$ cat config.mk
export PLATFORM = sky130hd
export DESIGN_NAME = keypad_decode
export DESIGN_NICKNAME = d
export VERILOG_FILES = /design/src/rtl/keypad_pkg.sv /design/src/rtl/keypad_decode_sync_delay.sv /design/src/rtl/keypad_decode.sv
export SDC_FILE = /design/constraint.sdc
export NUM_CORES = 1
export LEC_CHECK = 0
export ABC_CLOCK_PERIOD_IN_PS = 8800
export BUFFER_PORTS_ARGS = -buffer_cell sky130_fd_sc_hd__buf_4
export CELL_PAD_IN_SITES_DETAIL_PLACEMENT = 1
export CELL_PAD_IN_SITES_GLOBAL_PLACEMENT = 1
export CORE_MARGIN = 2
export CORE_UTILIZATION = 30
export CTS_BUF_LIST = sky130_fd_sc_hd__clkbuf_8
export DETAILED_ROUTE_END_ITERATION = 6
export HOLD_SLACK_MARGIN = 0.05
export PLACE_DENSITY = 0.54
export SYNTH_ARGS = -nofsm -noshare
export SYNTH_HDL_FRONTEND = slang
export SYNTH_SLANG_ARGS = --single-unit
$ cat constraint.sdc
create_clock -name clk -period 8.8 [get_ports clk]
set_clock_uncertainty 0.1 [all_clocks]
set_input_delay 1.32 -clock clk [delete_from_list [all_inputs] [get_ports clk]]
set_output_delay 1.32 -clock clk [all_outputs]
set_load 0.1 [all_outputs]
$ cat src/rtl/keypad_pkg.sv
// keypad_pkg: shared definitions for the keypad scanning path.
//   - Column one-hot-low drive constants. These are also used by the column sequencer.
//   - Key-code constants and the (row,col) to code map.
//   - Frame-result and debounce-state enumerations.
package keypad_pkg;

  // Column drive patterns. Column c is driven low on bit (3-c).
  localparam logic [3:0] COL0 = 4'b0111;
  localparam logic [3:0] COL1 = 4'b1011;
  localparam logic [3:0] COL2 = 4'b1101;
  localparam logic [3:0] COL3 = 4'b1110;

  localparam logic [3:0] KEY_0 = 4'h0;
  localparam logic [3:0] KEY_1 = 4'h1;
  localparam logic [3:0] KEY_2 = 4'h2;
  localparam logic [3:0] KEY_3 = 4'h3;
  localparam logic [3:0] KEY_4 = 4'h4;
  localparam logic [3:0] KEY_5 = 4'h5;
  localparam logic [3:0] KEY_6 = 4'h6;
  localparam logic [3:0] KEY_7 = 4'h7;
  localparam logic [3:0] KEY_8 = 4'h8;
  localparam logic [3:0] KEY_9 = 4'h9;
  localparam logic [3:0] KEY_A = 4'hA;
  localparam logic [3:0] KEY_B = 4'hB;
  localparam logic [3:0] KEY_C = 4'hC;
  localparam logic [3:0] KEY_D = 4'hD;
  localparam logic [3:0] KEY_E = 4'hE;  // '*'
  localparam logic [3:0] KEY_F = 4'hF;  // '#'

  typedef enum logic [1:0] {
    NONE   = 2'd0,
    SINGLE = 2'd1,
    MULTI  = 2'd2
  } frame_result_e;

  typedef enum logic [1:0] {
    IDLE         = 2'd0,
    PRESS_QUAL   = 2'd1,
    HELD         = 2'd2,
    RELEASE_QUAL = 2'd3
  } kd_state_e;

  // Keypad legend lookup.
  function automatic logic [3:0] key_map(input logic [1:0] row, input logic [1:0] col);
    logic [3:0] code;
    case ({row, col})
      4'b00_00: code = KEY_1;
      4'b00_01: code = KEY_2;
      4'b00_10: code = KEY_3;
      4'b00_11: code = KEY_A;
      4'b01_00: code = KEY_4;
      4'b01_01: code = KEY_5;
      4'b01_10: code = KEY_6;
      4'b01_11: code = KEY_B;
      4'b10_00: code = KEY_7;
      4'b10_01: code = KEY_8;
      4'b10_10: code = KEY_9;
      4'b10_11: code = KEY_C;
      4'b11_00: code = KEY_E;
      4'b11_01: code = KEY_0;
      4'b11_10: code = KEY_F;
      4'b11_11: code = KEY_D;
      default:  code = KEY_0;
    endcase
    return code;
  endfunction

endpackage

$ cat src/rtl/keypad_decode_sync_delay.sv
// sync_delay: an N-stage flop chain that resets to all-ones.
// It is used as a synchronizer for the asynchronous keypad rows, and as an
// equal-depth delay line for the column drive, so that both stay aligned.
//   clk, reset : clock and asynchronous active-high reset
//   din        : input vector
//   dout       : din delayed by STAGES clocks
module sync_delay #(
  parameter int unsigned STAGES = 2,
  parameter int unsigned WIDTH  = 4
) (
  input  logic             clk,
  input  logic             reset,
  input  logic [WIDTH-1:0] din,
  output logic [WIDTH-1:0] dout
);

  logic [WIDTH-1:0] stage_q [STAGES];
  logic [WIDTH-1:0] stage_d [STAGES];

  // Shift path: stage 0 takes the input, each later stage takes its predecessor.
  always_comb begin
    stage_d[0] = din;
    for (int i = 1; i < int'(STAGES); i++) begin
      stage_d[i] = stage_q[i-1];
    end
  end

  // Chain registers. All-ones is the idle value for both rows and columns.
  always_ff @(posedge clk or posedge reset) begin
    if (reset) begin
      for (int i = 0; i < int'(STAGES); i++) begin
        stage_q[i] <= {WIDTH{1'b1}};
      end
    end else begin
      for (int i = 0; i < int'(STAGES); i++) begin
        stage_q[i] <= stage_d[i];
      end
    end
  end

  assign dout = stage_q[STAGES-1];

endmodule

$ cat src/rtl/keypad_decode.sv
// keypad_decode: turns scanned 4x4 keypad rows into a debounced key code.
//   clk         : system clock, shared with the column sequencer
//   reset       : asynchronous active-high reset
//   kpc[3:0]    : column drive, one-hot-low
//   kpr[3:0]    : raw keypad rows, active-low and asynchronous
//   key_code    : code of the last qualified key; held after release
//   key_down    : high while a qualified key is held
//   key_press   : one-cycle pulse when a press qualifies
//   key_release : one-cycle pulse when a release qualifies
module keypad_decode
  import keypad_pkg::*;
#(
  parameter int unsigned SYNC_STAGES     = 2,
  parameter int unsigned DEBOUNCE_FRAMES = 8
) (
  input  logic       clk,
  input  logic       reset,
  input  logic [3:0] kpc,
  input  logic [3:0] kpr,
  output logic [3:0] key_code,
  output logic       key_down,
  output logic       key_press,
  output logic       key_release
);

  localparam logic [7:0] DEB_FRAMES = 8'(DEBOUNCE_FRAMES);

  logic [3:0] kpc_d;
  logic [3:0] kpr_s;

  sync_delay #(.STAGES(SYNC_STAGES), .WIDTH(4)) u_kpr_sync (
    .clk   (clk),
    .reset (reset),
    .din   (kpr),
    .dout  (kpr_s)
  );

  sync_delay #(.STAGES(SYNC_STAGES), .WIDTH(4)) u_kpc_delay (
    .clk   (clk),
    .reset (reset),
    .din   (kpc),
    .dout  (kpc_d)
  );

  // Per-cycle decode
  logic       col_valid_s;
  logic [1:0] col_idx_s;
  logic [1:0] row_idx_s;
  logic [2:0] row_cnt_s;

  // Frame accumulator
  logic       in_frame_q, in_frame_d;
  logic [1:0] exp_col_q, exp_col_d;
  logic [1:0] hits_q, hits_d;  // saturates at 2, which means "more than one"
  logic [3:0] first_code_q, first_code_d;
  logic       bad_q, bad_d;
  logic       frame_end_s;
  logic [2:0] hit_sum_s;
  frame_result_e frame_res_s;

  // Debounce FSM and registered outputs
  kd_state_e  state_q, state_d;
  logic [7:0] cnt_q, cnt_d;
  logic [7:0] cnt_inc_s;
  logic [3:0] cand_q, cand_d;
  logic [3:0] key_code_q, key_code_d;
  logic       key_down_q, key_down_d;
  logic       key_press_q, key_press_d;
  logic       key_release_q, key_release_d;

  // Column decode; a pattern that is not one-hot-low contributes nothing.
  always_comb begin
    col_valid_s = 1'b1;
    col_idx_s   = 2'd0;
    case (kpc_d)
      COL0:    col_idx_s = 2'd0;
      COL1:    col_idx_s = 2'd1;
      COL2:    col_idx_s = 2'd2;
      COL3:    col_idx_s = 2'd3;
      default: col_valid_s = 1'b0;
    endcase
  end

  // Row decode: count the low rows, and take the lowest-numbered low row as the first one.
  always_comb begin
    row_cnt_s = {2'b00, ~kpr_s[3]} + {2'b00, ~kpr_s[2]} +
                {2'b00, ~kpr_s[1]} + {2'b00, ~kpr_s[0]};
    if (!kpr_s[3]) begin
      row_idx_s = 2'd0;
    end else if (!kpr_s[2]) begin
      row_idx_s = 2'd1;
    end else if (!kpr_s[1]) begin
      row_idx_s = 2'd2;
    end else begin
      row_idx_s = 2'd3;
    end
  end

  // Frame accumulation. Col0 restarts a frame, and col3 closes it.
  // A column seen out of sequence marks the frame bad.
  always_comb begin
    in_frame_d   = in_frame_q;
    exp_col_d    = exp_col_q;
    hits_d       = hits_q;
    first_code_d = first_code_q;
    bad_d        = bad_q;
    frame_end_s  = 1'b0;
    hit_sum_s    = 3'd0;
    if (col_valid_s) begin
      if (col_idx_s == 2'd0) begin
        in_frame_d   = 1'b1;
        bad_d        = 1'b0;
        exp_col_d    = 2'd1;
        hit_sum_s    = row_cnt_s;
        first_code_d = key_map(row_idx_s, 2'd0);
      end else begin
        bad_d     = bad_q | ~in_frame_q | (exp_col_q != col_idx_s);
        exp_col_d = col_idx_s + 2'd1;
        hit_sum_s = {1'b0, hits_q} + row_cnt_s;
        if ((hits_q == 2'd0) && (row_cnt_s != 3'd0)) begin
          first_code_d = key_map(row_idx_s, col_idx_s);
        end else begin
          first_code_d = first_code_q;
        end
      end
      if (hit_sum_s >= 3'd2) begin
        hits_d = 2'd2;
      end else begin
        hits_d = hit_sum_s[1:0];
      end
      if (col_idx_s == 2'd3) begin
        frame_end_s = 1'b1;
        in_frame_d  = 1'b0;
      end else begin
        frame_end_s = 1'b0;
      end
    end else begin
      hit_sum_s = 3'd0;
    end
  end

  // Classify the frame from the values that include the current (closing) cycle.
  always_comb begin
    if (bad_d) begin
      frame_res_s = MULTI;
    end else if (hits_d == 2'd0) begin
      frame_res_s = NONE;
    end else if (hits_d == 2'd1) begin
      frame_res_s = SINGLE;
    end else begin
      frame_res_s = MULTI;
    end
  end

  // Frame accumulator registers
  always_ff @(posedge clk or posedge reset) begin
    if (reset) begin
      in_frame_q   <= 1'b0;
      exp_col_q    <= 2'd0;
      hits_q       <= 2'd0;
      first_code_q <= 4'd0;
      bad_q        <= 1'b0;
    end else begin
      in_frame_q   <= in_frame_d;
      exp_col_q    <= exp_col_d;
      hits_q       <= hits_d;
      first_code_q <= first_code_d;
      bad_q        <= bad_d;
    end
  end

  assign cnt_inc_s = (cnt_q == 8'hFF) ? cnt_q : (cnt_q + 8'd1);

  // Debounce next-state and output logic. It advances only at a frame end.
  always_comb begin
    state_d       = state_q;
    cnt_d         = cnt_q;
    cand_d        = cand_q;
    key_code_d    = key_code_q;
    key_down_d    = key_down_q;
    key_press_d   = 1'b0;
    key_release_d = 1'b0;
    if (frame_end_s) begin
      case (state_q)
        IDLE: begin
          if (frame_res_s == SINGLE) begin
            cand_d = first_code_d;
            cnt_d  = 8'd1;
            if (DEB_FRAMES <= 8'd1) begin
              state_d     = HELD;
              cnt_d       = 8'd0;
              key_code_d  = first_code_d;
              key_down_d  = 1'b1;
              key_press_d = 1'b1;
            end else begin
              state_d = PRESS_QUAL;
            end
          end else begin
            state_d = IDLE;
            cnt_d   = 8'd0;
          end
        end
        PRESS_QUAL: begin
          if ((frame_res_s == SINGLE) && (first_code_d == cand_q)) begin
            cnt_d = cnt_inc_s;
            if (cnt_inc_s >= DEB_FRAMES) begin
              state_d     = HELD;
              cnt_d       = 8'd0;
              key_code_d  = cand_q;
              key_down_d  = 1'b1;
              key_press_d = 1'b1;
            end else begin
              state_d = PRESS_QUAL;
            end
          end else if (frame_res_s == SINGLE) begin
            cand_d = first_code_d;
            cnt_d  = 8'd1;
          end else begin
            state_d = IDLE;
            cnt_d   = 8'd0;
          end
        end
        HELD: begin
          // A second key, or a different key, never changes the held code.
          if (frame_res_s == NONE) begin
            cnt_d = 8'd1;
            if (DEB_FRAMES <= 8'd1) begin
              state_d       = IDLE;
              cnt_d         = 8'd0;
              key_down_d    = 1'b0;
              key_release_d = 1'b1;
            end else begin
              state_d = RELEASE_QUAL;
            end
          end else begin
            state_d = HELD;
          end
        end
        RELEASE_QUAL: begin
          if (frame_res_s == NONE) begin
            cnt_d = cnt_inc_s;
            if (cnt_inc_s >= DEB_FRAMES) begin
              state_d       = IDLE;
              cnt_d         = 8'd0;
              key_down_d    = 1'b0;
              key_release_d = 1'b1;
            end else begin
              state_d = RELEASE_QUAL;
            end
          end else begin
            state_d = HELD;
            cnt_d   = 8'd0;
          end
        end
        default: begin
          state_d = IDLE;
          cnt_d   = 8'd0;
        end
      endcase
    end else begin
      state_d = state_q;
    end
  end

  // Debounce state and registered outputs
  always_ff @(posedge clk or posedge reset) begin
    if (reset) begin
      state_q       <= IDLE;
      cnt_q         <= 8'd0;
      cand_q        <= 4'd0;
      key_code_q    <= 4'd0;
      key_down_q    <= 1'b0;
      key_press_q   <= 1'b0;
      key_release_q <= 1'b0;
    end else begin
      state_q       <= state_d;
      cnt_q         <= cnt_d;
      cand_q        <= cand_d;
      key_code_q    <= key_code_d;
      key_down_q    <= key_down_d;
      key_press_q   <= key_press_d;
      key_release_q <= key_release_d;
    end
  end

  assign key_code    = key_code_q;
  assign key_down    = key_down_q;
  assign key_press   = key_press_q;
  assign key_release = key_release_q;

endmodule
* Yosys cells after proc, flatten, opt, wreduce, memory -nomap -nowiden *
Memories as Yosys holds them, arrays and structs flattened.
Index checks and enable logic that the tools add are counted.

word-level totals
  logic and storage cells = 127
  latch bits = 0
  register bits = 47
  memory bits (writable) = 0
  output and inout bits = 7
  ROM bits = 64
  memories = 1

memories
  memory           depth  width  read ports  clocked after Yosys merged registers in  write ports  line              source
  (no name shown)  16     4      1           0                                        0            keypad_pkg.sv:46  case ({row, col})

cells by class
  muxes and demuxes = 53
  div/mod/pow operators = 0
  bitwise logic cells = 7
  $lt $le $gt $ge = 2
  equal/unequal tests = 23
  shift operators = 0
  multipliers = 0
  $add $sub $neg = 6
  reductions and logical operators = 19

operators by type and width
  operator                                             number
  2-to-1 mux 8 bit                                     5
  one-hot mux 8 bit (4 select lines)                   1
  2-to-1 mux 2 bit                                     13
  2-to-1 mux 1 bit                                     22
  2-to-1 mux 4 bit                                     5
  one-hot mux 4 bit (4 select lines)                   1
  equality test 4 bit, second input constant           3
  zero test 2 bit                                      6
  inequality test 2 bit, second input constant         6
  equality test 2 bit, second input constant           5
  adder 8 x 1 -> 8 bit, second input constant          1
  equality test 2 x 1 -> 1 bit, second input constant  4
  equality test 8 bit, second input constant           1
  >= comparator 8 x 4 -> 1 bit, second input constant  1
  one-hot mux 2 bit (4 select lines)                   1
  one-hot mux 4 bit (2 select lines)                   1
  2-to-1 mux 3 bit                                     2
  one-hot mux 2 bit (3 select lines)                   1
  AND reduction 2 bit                                  3
  AND reduction 6 bit                                  1
  nonzero test 2 bit                                   3
  inverter 1 bit                                       5
  equality test 4 x 3 -> 1 bit, second input constant  1
  equality test 4 bit                                  1
  15 further kinds                                     17

* Depth between registers and ports, before layout *
Gate-level depths: netlist of run 1.

  depth after elaboration = 19
  mapped depth = 15

* Hierarchy *
From an unflattened synthesis of run 1, not the netlist that was laid out.

unflattened totals
  cell total of the unflattened synthesis = 257
  area, all modules = 2,633.8 µm²

modules (own cells, without submodules)
  module         instances  area each (µm²)  sequential area each (µm²)  cells each
  keypad_decode  1          2,205.9          775.7                       239
  sync_delay     2          214.0            210.2                       9

* Worst setup path after synthesis of run 1 *
No wires, ideal clock.

  kind = register to register
  start point = reg u_kpr_sync.stage_q (netlist bit u_kpr_sync.dout[3])
  end point = reg cand_q[0]
  path slack = 4.767 ns
  stages on the path, launching flop included = 13
  setup time = 0.125 ns
  arrival = 3.808 ns
  data required time = 8.575 ns
  cell sequence = dfstp_2 > inv_1 > fa_1 > ha_1 > ha_1 > nor3_1 > nor2_1 > o32a_1 > and2_1 > a221oi_2 > nand4_4 > o31ai_4 > mux2_2

on the way
  longest elaborated chain between the ends = 18

RTL lines
  what                                                                              line                                                              source
  start: declaration                                                                keypad_decode_sync_delay.sv:17                                    logic [WIDTH-1:0] stage_q [STAGES];
  start signal: indexed assignment                                                  keypad_decode_sync_delay.sv:32                                    stage_q[i] <= {WIDTH{1'b1}};
  start signal: indexed assignment                                                  keypad_decode_sync_delay.sv:36                                    stage_q[i] <= stage_d[i];
  inverter 1 bit                                                                    keypad_decode.sv:86                                               row_cnt_s = {2'b00, ~kpr_s[3]} + {2'b00, ~kpr_s[2]} +
  adder 1 x 1 -> 2 bit                                                              keypad_decode.sv:86
  adder 2 x 1 -> 3 bit                                                              keypad_decode.sv:86
  adder 3 x 1 -> 3 bit                                                              keypad_decode.sv:87                                               {2'b00, ~kpr_s[1]} + {2'b00, ~kpr_s[0]};
  adder 2 x 3 -> 3 bit                                                              keypad_decode.sv:119                                              hit_sum_s = {1'b0, hits_q} + row_cnt_s;
  2-to-1 mux 3 bit                                                                  keypad_decode.sv:110                                              if (col_idx_s == 2'd0) begin
  2-to-1 mux 3 bit                                                                  keypad_decode.sv:109                                              if (col_valid_s) begin
  >= comparator 3 x 2 -> 1 bit                                                      keypad_decode.sv:126                                              if (hit_sum_s >= 3'd2) begin
  [2 not listed]                                                                    -
  equality test 2 x 1 -> 1 bit                                                      keypad_decode.sv:148                                              end else if (hits_d == 2'd1) begin
  2-to-1 mux 2 bit                                                                  keypad_decode.sv:148
  2-to-1 mux 2 bit                                                                  keypad_decode.sv:146                                              end else if (hits_d == 2'd0) begin
  2-to-1 mux 2 bit                                                                  keypad_decode.sv:144                                              if (bad_d) begin
  equality test 2 x 1 -> 1 bit                                                      keypad_decode.sv:186, keypad_decode.sv:204, keypad_decode.sv:215
  2-to-1 mux 4 bit / logical AND 1 bit (equally long branches)                      keypad_decode.sv:186, keypad_decode.sv:215, keypad_decode.sv:204
  2-to-1 mux 4 bit / inequality test 2 bit (equally long branches)                  -
  one-hot mux 4 bit (2 select lines) / AND reduction 3 bit (equally long branches)  -
  end signal: assignment                                                            keypad_decode.sv:278                                              cand_q <= cand_d;
  end: declaration                                                                  keypad_decode.sv:65                                               logic [3:0] cand_q, cand_d;

Parallel ways exist; a longest one is shown, timed or not. The select of a mux whose other input is x is not followed.
A chain may end at the register's enable or synchronous reset.

* Worst setup path after layout of run 1 *
  start point = reg u_kpr_sync.stage_q (netlist bit u_kpr_sync.dout[3])
  end point = reg cand_q[2]

Same word-level chain as after synthesis.

==> impl_metrics.toml, run 1 <==
[outcome]
status = "complete, no violations"

[placed_design]
io_buffers = 16
routabilityCongestion = 0.791
dp_hpwl_um = 4640

[worst_setup_path]
cp_slowest_cell = "dfstp_2"
startpoint_type = "flip-flop"
worst_setup_path_end_kind = "flip-flop"
slowest_delay_ns = 0.60
crit_chain = "inv_1, fa_1, ha_1, ha_1, nor3_1, nor2_1, o32a_1, and2_1, a221oi_2, nand4_4, o31ai_4, mux2_2"
arrival_ns = 4.57
timing_worst_setup_path_type = "flip-flop to flip-flop"
crit_path_max_fanout = 7
worst_path_most_repeated_cell = "ha_1"
cp.required_ns = 8.91

[grt]
grt_max_degree = 48
grt_pass1_vias = 2081
overflow = 0
grt_first_pass_wirelength_um = 10900
antenna_found_initial = 0
grt_usage_pct = 14.0

[cts]
htreeDepth = 2
clk_pin_slew_worst_paths_ns = 0.10
cts_hold_buf = 0
clockBufferDepth = 2
numCtsBuffers = 5
clkLatencyLatePin_ns = 0.31
cts_setup_buffers = 0
cts_sinks = 47
post_cts_resize_count = 0
clockRootBuffer = "clkbuf_8"
cts_tree = "built"

[sta]
min_period_ns = 4.46
finalMaxSlewViolations = 0
rsz0062_at_grt = "false"
finalCritPeriodShare_pct = 50.7
setup_tns_ns = 0
timing.fmax_ghz = 0.224
slew_headroom_pct = 56.7
hold_violations = 0
finalSetupViolations = 0
tightest_slew_ns = 0.650

[pwr]
vdd_drop_max_mv = 0.0542
power-per-cell-area_nw_per_um2 = 181
intPower_mw = 0.351
pwr-share-clk_pct = 26.2
power.switching_mw = 0.186
p_leak_nw = 1.25
share_comb_of_total_power_pct = 26.3
swShare_pct = 34.7
pwr-share-seq_pct = 47.5

[synth]
ys_ff_latch = 47
synth.cell_area_sq_um = 2660
yosysTopAreaCell = "dfrtp_1"
synthDistinctLibCells = 67
yosysTopAreaCellShare_pct = 29.2
netlist_instances = 250
synthTopCellsByArea = "dfrtp_1 29%, dfstp_2 16%, ha_1 4.2%, mux2_2 3.8%, nor2_1 3.0%"
yosys_most_used_dff = "dfrtp_1"
yosys_warnings = 0
syn_nets = 271
synthArstFlopShare_pct = 100
synth_edf_count = 0
synth-seq-area-share_pct = 45.0
avgSynthCellArea_sq_um = 10.6

[cells_and_area]
seq_area_sq_um = 1200
drive_gt1_share_pct = 25.3
nets = 289
diodes = 0
area_growth_pct = 11.7
multiInputGateArea_sq_um = 1370
fin_util_pct = 34.4
fillers = 965

[floorplan]
row_count = 34
die_x_um = 98.1
core-area_sq_um = 8640
start_util_pct = 30.8
io_pins = 17
die_h_um = 98.1
die-area_sq_um = 9630

[routing]
avgRoutedWirePerCell_um = 16.4
avgViaCountPerCell = 5.25
ant_nets = 0
drt-total-wl_um = 6190
drt-initial-drc-count = 64
drc = 0
drt_first_pass_iters = 4
vias = 1978

[worst_hold_path]
hp-class = "flip-flop to flip-flop"

[job]
maxCapViolations = 0
==> registers in the layout, indices dropped and copies added, names as in the netlist, 2 cells and up <==
name                 flops
u_kpc_delay.dout         4
cand_q                   4
cnt_q                    8
exp_col_q                2
state_q                  2
u_kpr_sync.stage_d       4
first_code_q             4
hits_q                   2
key_code                 4
u_kpr_sync.dout          4
u_kpc_delay.stage_d      4
==> layout by cell type (no fill, tap or decap), types with 2 or more instances in the layout <==
cell	n
xor2_2	2
nand4_1	3
o22ai_1	3
a31oi_1	2
a21oi_1	11
a211oi_1	4
mux2i_1	5
inv_1	9
and2_1	11
dfrtp_1	31
o21ai_0	8
xnor2_1	4
nand2_1	18
a21o_1	3
nor3_1	6
a22o_1	2
a221o_1	2
o211ai_1	2
nor4_1	2
nor2_1	21
ha_1	9
mux2_2	9
buf_4	18
nand3_1	8
nor2b_1	3
xor2_1	3
dfstp_2	16
fa_1	2
clkinvlp_4	2
o31ai_1	2
clkbuf_8	5
nand2b_1	4
a22oi_1	4
==> worst max-delay path: cells and delay by family (launching register included) <==
kind	cells	cell delay (ns)
mux	1	0.37
simple gates	4	1.14
compound gates	3	1.05
fa+ha+maj	3	0.99
buf+inv	1	0.11
flops	1	0.60
==> stage by stage <==
stage / instances / hold WS (ns) / power (mW) / instance area [sq um] / setup slack, ns
floorplan: 250 / 0.245 / 0.365 / 2660 / 4.77
global placement: 369 / 0.245 / 0.400 / 2880 / 4.49
detailed placement: 369 / 0.247 / 0.403 / 2880 / 4.33
CTS: 377 / 0.262 / 0.547 / 2970 / 4.30
global route: 377 / 0.269 / 0.574 / 2970 / 3.98
finish: 377 / 0.258 / 0.537 / 2970 / 4.34
==> worst paths after layout <==
path / to / cells after the start / slack [ns] / from
setup / recovery: cand_q[2] / 12 / 4.34 / u_kpr_sync.dout[3]
max in group asynchronous: cnt_q[1] / 3 / 7.14 / reset
hold reg to reg: u_kpc_delay.dout[0] / 0 / 0.26 / u_kpc_delay.stage_d[0]
hold / removal: u_kpc_delay.dout[0] / 0 / 0.26 / u_kpc_delay.stage_d[0]
min in group asynchronous: first_code_q[3] / 3 / 1.07 / reset
setup reg to reg: cand_q[2] / 12 / 4.34 / u_kpr_sync.dout[3]
==> power by group through the flow <==
| stage | logic (mW) | registers (mW) | clock network [mW] |
|---|---|---|---|
| CTS | 0.144 | 0.255 | 0.148 |
| detailed placement | 0.144 | 0.259 | 0 |
| global placement | 0.142 | 0.258 | 0 |
| finish | 0.141 | 0.255 | 0.141 |
| floorplan | 0.112 | 0.253 | 0 |
| global route | 0.161 | 0.259 | 0.154 |
==> synth_stat cells, drive strengths merged (5+ instances only) <==
master  number
dfrtp       31
nor2        21
nand2       18
dfstp       16
a21oi       12
and2        12
inv         10
mux2        10
ha           9
nand3        8
nor3         8
o21ai        8
buf          6
mux2i        5
xor2         5
==> cell families after synthesis <==
family	after synthesis	share of synthesized area (%)
fa+ha+maj	11	5.74
flops	47	45.0
compound gates	61	17.3
buf+inv	17	3.34
xor+xnor	9	3.53
mux	15	6.26
simple gates	90	18.8
==> cell type report <==
| type | instances | area share [%] |
|---|---|---|
| Timing Repair Buffer | 18 | 4.55 |
| Multi-Input combinational cell | 186 | 46.2 |
| Inverter | 10 | 1.26 |
| Sequential cell | 47 | 40.3 |
| Clock inverter | 3 | 0.801 |
| Tap cell | 108 | 4.55 |
| Clock buffer | 5 | 2.32 |
==> per-layer routing <==
metal  global-route usage, %  wire [um]  vias up
li1                        -          -      949
met1                    20.3       3060     1011
met5                       0          0        -
met4                    3.53         72        0
met3                    2.43        145        6
met2                    21.8       2920       12
Note: power is estimated with default switching activity, not from simulation.
==> inputs of run 2 (changes only) <==
--- a/config.mk
+++ b/config.mk
@@ -5,7 +5,8 @@
 export SDC_FILE = /design/constraint.sdc
 export NUM_CORES = 1
 export LEC_CHECK = 0
-export ABC_CLOCK_PERIOD_IN_PS = 8800
+export ABC_AREA = 1
+export ABC_CLOCK_PERIOD_IN_PS = 3800
 export BUFFER_PORTS_ARGS = -buffer_cell sky130_fd_sc_hd__buf_4
 export CELL_PAD_IN_SITES_DETAIL_PLACEMENT = 1
 export CELL_PAD_IN_SITES_GLOBAL_PLACEMENT = 1
@@ -14,7 +15,7 @@
 export CTS_BUF_LIST = sky130_fd_sc_hd__clkbuf_8
 export DETAILED_ROUTE_END_ITERATION = 6
 export HOLD_SLACK_MARGIN = 0.05
-export PLACE_DENSITY = 0.54
+export PLACE_DENSITY = 0.58
 export SYNTH_ARGS = -nofsm -noshare
 export SYNTH_HDL_FRONTEND = slang
 export SYNTH_SLANG_ARGS = --single-unit
==> constraint.sdc (replaced) <==
create_clock -name clk -period 3.8 [get_ports clk]
set_clock_uncertainty 0.1 [all_clocks]
set_input_delay 0.57 -clock clk [delete_from_list [all_inputs] [get_ports clk]]
set_output_delay 0.57 -clock clk [all_outputs]
set_load 0.1 [all_outputs]
==> run 2 against run 1 <==
- non-clock buffer count shrank 1
- wire length decreased by 1.0%
- via count increased by 10%
- first-iteration DRC count down 22%
- combinational power is 120% higher
- critical path type unchanged
- largest cell class unchanged
- highest routed layer unchanged
==> impl_metrics.toml, run 2 <==
[synth]
synthDistinctLibCells = 38
netlist_instances = 340
yosysMostFrequentCell = "nand2_1"
yosysTopAreaCellShare_pct = 28.2
yosys_warnings = 0
avgSynthCellArea_sq_um = 8.09
synth.cell_area_sq_um = 2750
synthTopCellsByArea = "dfrtp_1 28%, dfstp_2 15%, nand2_1 11%, inv_1 8.0%, nand3_1 4.5%"
yosys_most_used_dff = "dfrtp_1"
synth-seq-area-share_pct = 43.5
synthArstFlopShare_pct = 100
synth_edf_count = 0
syn_nets = 361
ys_ff_latch = 47
yosysTopAreaCell = "dfrtp_1"
synth_common_cells = "81 x nand2_1, 59 x inv_1, 31 x dfrtp_1, 31 x nor2_1, 25 x nand3_1"

[sta]
rsz0062_at_grt = "false"
slew_headroom_pct = 33.1
timing.fmax_ghz = 0.283
finalMaxSlewViolations = 0
finalCritPeriodShare_pct = 93.0
worst_slack_ns = 0.265
setup_tns_ns = 0
finalSetupViolations = 0
min_period_ns = 3.53
tightest_slew_ns = 1.00
hold_violations = 0

[cells_and_area]
final_common_cell = "nand2_1"
largest_register_ffs = 8
fillers = 1087
stdcell_count = 471
drive_gt1_share_pct = 23.1
fin_util_pct = 35.7
diodes = 0
regMostFlops = "cnt_q"
area_growth_pct = 14.2
nets = 383
final_cell_mix = "80 x nand2_1, 58 x inv_1, 31 x nor2_1, 31 x dfrtp_1, 24 x nand3_1"

[worst_setup_path]
worst_setup_path_end_kind = "flip-flop"
startpoint_type = "flip-flop"
timing_worst_setup_path_type = "flip-flop to flip-flop"
arrival_ns = 3.64
crit_chain = "inv_1, fa_1, ha_4, ha_1, fa_1, nor2_1, nand3_1, nand3_2, o21ai_2, inv_2, nand4_1, nor2_4, nand4_4, o21ai_2, inv_1"
cp.required_ns = 3.90
crit_path_max_fanout = 8
slowest_delay_ns = 0.57
cp_slowest_cell = "dfstp_2"

[pwr]
p_leak_nw = 1.60
intPower_mw = 0.784
share_comb_of_total_power_pct = 26.4
vdd_drop_max_mv = 0.143
pwr-share-seq_pct = 48.4
power.switching_mw = 0.419
power-per-cell-area_nw_per_um2 = 383
pwr-share-clk_pct = 25.3
swShare_pct = 34.8

[placed_design]
routabilityCongestion = 0.768
dp_cells = 462
io_buffers = 16
post-place-ws_ns = 0.174
dp_hpwl_um = 4600

[cts]
clkLatencyLatePin_ns = 0.30
clockBufferDepth = 2
clockRootBuffer = "clkbuf_8"
htreeDepth = 2
cts_sinks = 47
cts_tree = "built"
clk_pin_slew_worst_paths_ns = 0.09
numCtsBuffers = 5

[routing]
ant_nets = 0
drt_first_pass_iters = 4
avgRoutedWirePerCell_um = 13.0
drt-total-wl_um = 6130
avgViaCountPerCell = 4.62
drc = 0
vias = 2176
drt-initial-drc-count = 50

[job]
maxCapViolations = 0

[grt]
grt_max_degree = 48
antenna_found_initial = 0
overflow = 0
grt_usage_pct = 13.8
grt_pass1_vias = 2359
grt_first_pass_wirelength_um = 11000

[worst_hold_path]
hp-class = "flip-flop to flip-flop"

[floorplan]
die_h_um = 99.8
die_x_um = 99.8
die-area_sq_um = 9950
core-area_sq_um = 8810
start_util_pct = 31.2
row_count = 34
io_pins = 17

[outcome]
status = "complete, no violations"
## run 2: worst max-delay path: cells and delay by family (launching register included)
kind / cells / cell delay, ns
fa+ha+maj: 4 / 1.37
buf+inv: 3 / 0.16
compound gates: 2 / 0.24
simple gates: 6 / 0.97
flops: 1 / 0.57
## run 2: power by group through the flow
| stage | sequential [mW] | combinational [mW] | clock, mW |
|---|---|---|---|
| 6_report | 0.582 | 0.317 | 0.304 |
| 5_1_grt | 0.589 | 0.370 | 0.346 |
| 4_1_cts | 0.582 | 0.311 | 0.325 |
| 3_5_place_dp | 0.592 | 0.309 | 0 |
| 3_3_place_gp | 0.590 | 0.302 | 0 |
| 2_1_floorplan | 0.581 | 0.241 | 0 |
## run 2: final cells by class
type	count	area [sq um]	area share, %
multi-input cells	227	1350	43.0
flip-flops and latches	47	1200	38.1
inverters	64	246	7.84
well taps	108	135	4.30
repair buffers	17	128	4.06
clock buffers	5	68.8	2.19
clock inverters	3	17.5	0.557
## run 2: kinds of logic (layout without fill, tap and decap cells)
logic type / count (synthesis) / in the layout / share of synthesized area (%)
adders and majority gates: 11 / 11 / 5.55
DFF: 47 / 47 / 43.5
buffers and inverters: 66 / 89 / 9.28
AOI/OAI and AO/OA: 31 / 31 / 6.14
xor gates and xnor gates: 4 / 4 / 1.27
and+or+nand+nor: 181 / 181 / 34.3
## run 2: metal layers
| layer | GRT usage (%) | vias to the layer above | share of wire (%) |
|---|---|---|---|
| li1 | - | 1103 | - |
| met3 | 2.32 | 9 | 1.7 |
| met5 | 0 | - | 0 |
| met1 | 17.0 | 1051 | 47 |
| met2 | 24.3 | 13 | 50 |
| met4 | 5.16 | 0 | 1.8 |
## run 2: final timing paths
path / start / endpoint / slack (ns) / depth (start not counted)
setup / recovery: u_kpr_sync.dout[3] / key_code[2] / 0.27 / 15
max in group asynchronous: reset / cnt_q[2] / 2.56 / 2
hold / removal: u_kpr_sync.stage_d[1] / u_kpr_sync.dout[1] / 0.26 / 0
setup reg to reg: u_kpr_sync.dout[3] / key_code[2] / 0.27 / 15
hold reg to reg: u_kpr_sync.stage_d[1] / u_kpr_sync.dout[1] / 0.26 / 0
min in group asynchronous: reset / cnt_q[4] / 0.40 / 2
## run 2: timing repair
item | 4_1_cts | 5_1_grt
hold buffers | 0 | 0
resized for setup | 0 | 11
buffers inserted | 0 | 1
endpoints found under the setup margin | 0 | 19
## run 2: per-stage QoR
step | instance area, sq um | power (mW) | hold slack, ns
2_1_floorplan | 2750 | 0.822 | 0.245
3_3_place_gp | 3000 | 0.893 | 0.246
3_5_place_dp | 3000 | 0.900 | 0.249
4_1_cts | 3080 | 1.22 | 0.248
5_1_grt | 3140 | 1.31 | 0.238
6_report | 3140 | 1.20 | 0.260
==> inputs of run 3 (changes only) <==
--- a/config.mk
+++ b/config.mk
@@ -6,7 +6,7 @@
 export NUM_CORES = 1
 export LEC_CHECK = 0
 export ABC_AREA = 1
-export ABC_CLOCK_PERIOD_IN_PS = 3800
+export ABC_CLOCK_PERIOD_IN_PS = 4450
 export BUFFER_PORTS_ARGS = -buffer_cell sky130_fd_sc_hd__buf_4
 export CELL_PAD_IN_SITES_DETAIL_PLACEMENT = 1
 export CELL_PAD_IN_SITES_GLOBAL_PLACEMENT = 1
@@ -15,7 +15,7 @@
 export CTS_BUF_LIST = sky130_fd_sc_hd__clkbuf_8
 export DETAILED_ROUTE_END_ITERATION = 6
 export HOLD_SLACK_MARGIN = 0.05
-export PLACE_DENSITY = 0.58
+export PLACE_DENSITY = 0.56
 export SYNTH_ARGS = -nofsm -noshare
 export SYNTH_HDL_FRONTEND = slang
 export SYNTH_SLANG_ARGS = --single-unit
==> constraint.sdc (replaced) <==
create_clock -name clk -period 4.45 [get_ports clk]
set_clock_uncertainty 0.1 [all_clocks]
set_input_delay 0.6675 -clock clk [delete_from_list [all_inputs] [get_ports clk]]
set_output_delay 0.6675 -clock clk [all_outputs]
set_load 0.1 [all_outputs]
==> run 3 against run 2 <==
- critical path depth unchanged
- utilization down 0.27 points
- via count up 0.60%
- register-to-register slack better by 0.55 ns
- die area unchanged
- clock-buffer cell count up 1
- sequential power down 15%
- sequential cell count unchanged
- wire length down 0.73%
- cell count down 0.21%
- cell area down 0.76%
- non-clock buffer count down 1
- critical path type unchanged
- largest cell class unchanged
- highest routed layer unchanged
==> impl_metrics.toml, run 3 (synthesized netlist as in run 2, its figures left out) <==
[outcome]
status = "complete, no violations"

[pwr]
p_leak_nw = 1.60
vdd_drop_max_mv = 0.107
power-per-cell-area_nw_per_um2 = 351
p_total_mw = 1.09

[cts]
cts_tree = "built"
cts_sinks = 47
post_cts_resize_count = 0
clockRootBuffer = "clkbuf_8"
clockBufferDepth = 2
cts_setup_buffers = 0
cts_hold_buf = 0
htreeDepth = 2
numCtsBuffers = 5
clk_pin_slew_worst_paths_ns = 0.09
clkLatencyLatePin_ns = 0.30

[routing]
drt_first_pass_iters = 4
drc = 0
drt-initial-drc-count = 52
ant_nets = 0
avgViaCountPerCell = 4.66
drt-total-wl_um = 6090
vias = 2189
avgRoutedWirePerCell_um = 12.9

[job]
maxCapViolations = 0

[grt]
antenna_found_initial = 0
overflow = 0
grt_usage_pct = 13.9
grt_max_degree = 48
grt_pass1_vias = 2430
grt_first_pass_wirelength_um = 11200

[cells_and_area]
regMostFlops = "cnt_q"
final_common_cell = "nand2_1"
largest_register_ffs = 8
drive_gt1_share_pct = 20.4
final_cell_mix = "81 x nand2_1, 58 x inv_1, 31 x nor2_1, 31 x dfrtp_1, 25 x nand3_1"
area_growth_pct = 13.4
multiInputGateArea_sq_um = 1300
fillers = 1077
stdcell_count = 470
nets = 382
seq_area_sq_um = 1200
diodes = 0

[sta]
finalMaxSlewViolations = 0
min_period_ns = 3.63
setup_tns_ns = 0
timing.fmax_ghz = 0.275
rsz0062_at_grt = "false"
finalCritPeriodShare_pct = 81.6
finalSetupViolations = 0
tightest_slew_ns = 0.988
slew_headroom_pct = 34.0
hold_violations = 0

[worst_setup_path]
cp_slowest_cell = "dfstp_2"
cp.required_ns = 4.55
timing_worst_setup_path_type = "flip-flop to flip-flop"
startpoint_type = "flip-flop"
reg2reg_slack_ns = 0.82
crit_chain = "inv_1, fa_1, ha_1, ha_1, fa_1, nor2_1, nand3_1, nand3_1, o21ai_0, inv_2, nand4_1, nor2_4, nand4_4, o21ai_1, inv_1"
slowest_delay_ns = 0.58
arrival_ns = 3.73
crit_path_max_fanout = 8
worst_setup_path_end_kind = "flip-flop"

[floorplan]
start_util_pct = 31.2
die-area_sq_um = 9950
die_h_um = 99.8
die_x_um = 99.8
row_count = 34
core-area_sq_um = 8810
io_pins = 17

[placed_design]
dp_cells = 462
dp_hpwl_um = 4630
io_buffers = 16
routabilityCongestion = 0.748

[worst_hold_path]
hp-class = "flip-flop to flip-flop"
-- run 3: cell count changes in the layout (fill, tap and decap cells not counted), moves of 2 or more --
cell     before  now
o21ai_2       7    2
o21ai_1       1    5
ha_1          7    9
ha_4          2    0
-- run 3: area by class of cell --
type                    instances  share of cell area [%]
flip-flops and latches         47                    38.3
clock buffers                   6                    2.65
well taps                     108                    4.33
inverters                      64                    7.90
clock inverters                 2                    1.24
multi-input cells             227                    41.7
repair buffers                 16                    3.85
-- run 3: metrics by stage --
step                worst slack [ns]  hold slack (ns)  cell area, sq um  util (%)
detailed placement             0.781            0.247              3000      34.0
global route                   0.434            0.263              3120      35.4
CTS                            0.768            0.261              3120      35.4
finish                         0.819            0.259              3120      35.4
global placement               0.855            0.246              3000      34.0
floorplan                       1.11            0.245              2750         -
-- run 3: per-layer routing --
metal  part of all wire (%)  global-route usage (%)  wire length, um  vias up
met5                      0                       0                0        -
met3                    1.5                    2.25               92        6
met1                     48                    17.8             2940     1071
li1                       -                       -                -     1104
met2                     49                    24.3             2980        8
met4                    1.2                    3.69               72        0
-- run 3: worst paths after layout --
kind	from	to	depth (start not counted)
worst max-delay path	u_kpr_sync.dout[3]	key_code[3]	15
worst min-delay path	u_kpc_delay.stage_d[3]	u_kpc_delay.dout[3]	0
worst max register to register	u_kpr_sync.dout[3]	key_code[3]	15
worst min register to register	u_kpc_delay.stage_d[3]	u_kpc_delay.dout[3]	0
max in group asynchronous	reset	key_code[0]	2
min in group asynchronous	reset	cnt_q[7]	2
-- run 3: worst max-delay path, delay by kind of cell, from the launching register on --
family | cells | cell delay, ns
AOI/OAI and AO/OA | 2 | 0.30
adders and majority gates | 4 | 1.42
buffers and inverters | 3 | 0.20
and+or+nand+nor | 6 | 0.93
DFF | 1 | 0.58
-- run 3: power by group --
group | internal [mW] | switching (mW)
combinational | 0.0861 | 0.174
sequential | 0.468 | 0.0291
clock | 0.185 | 0.153
total | 0.739 | 0.355
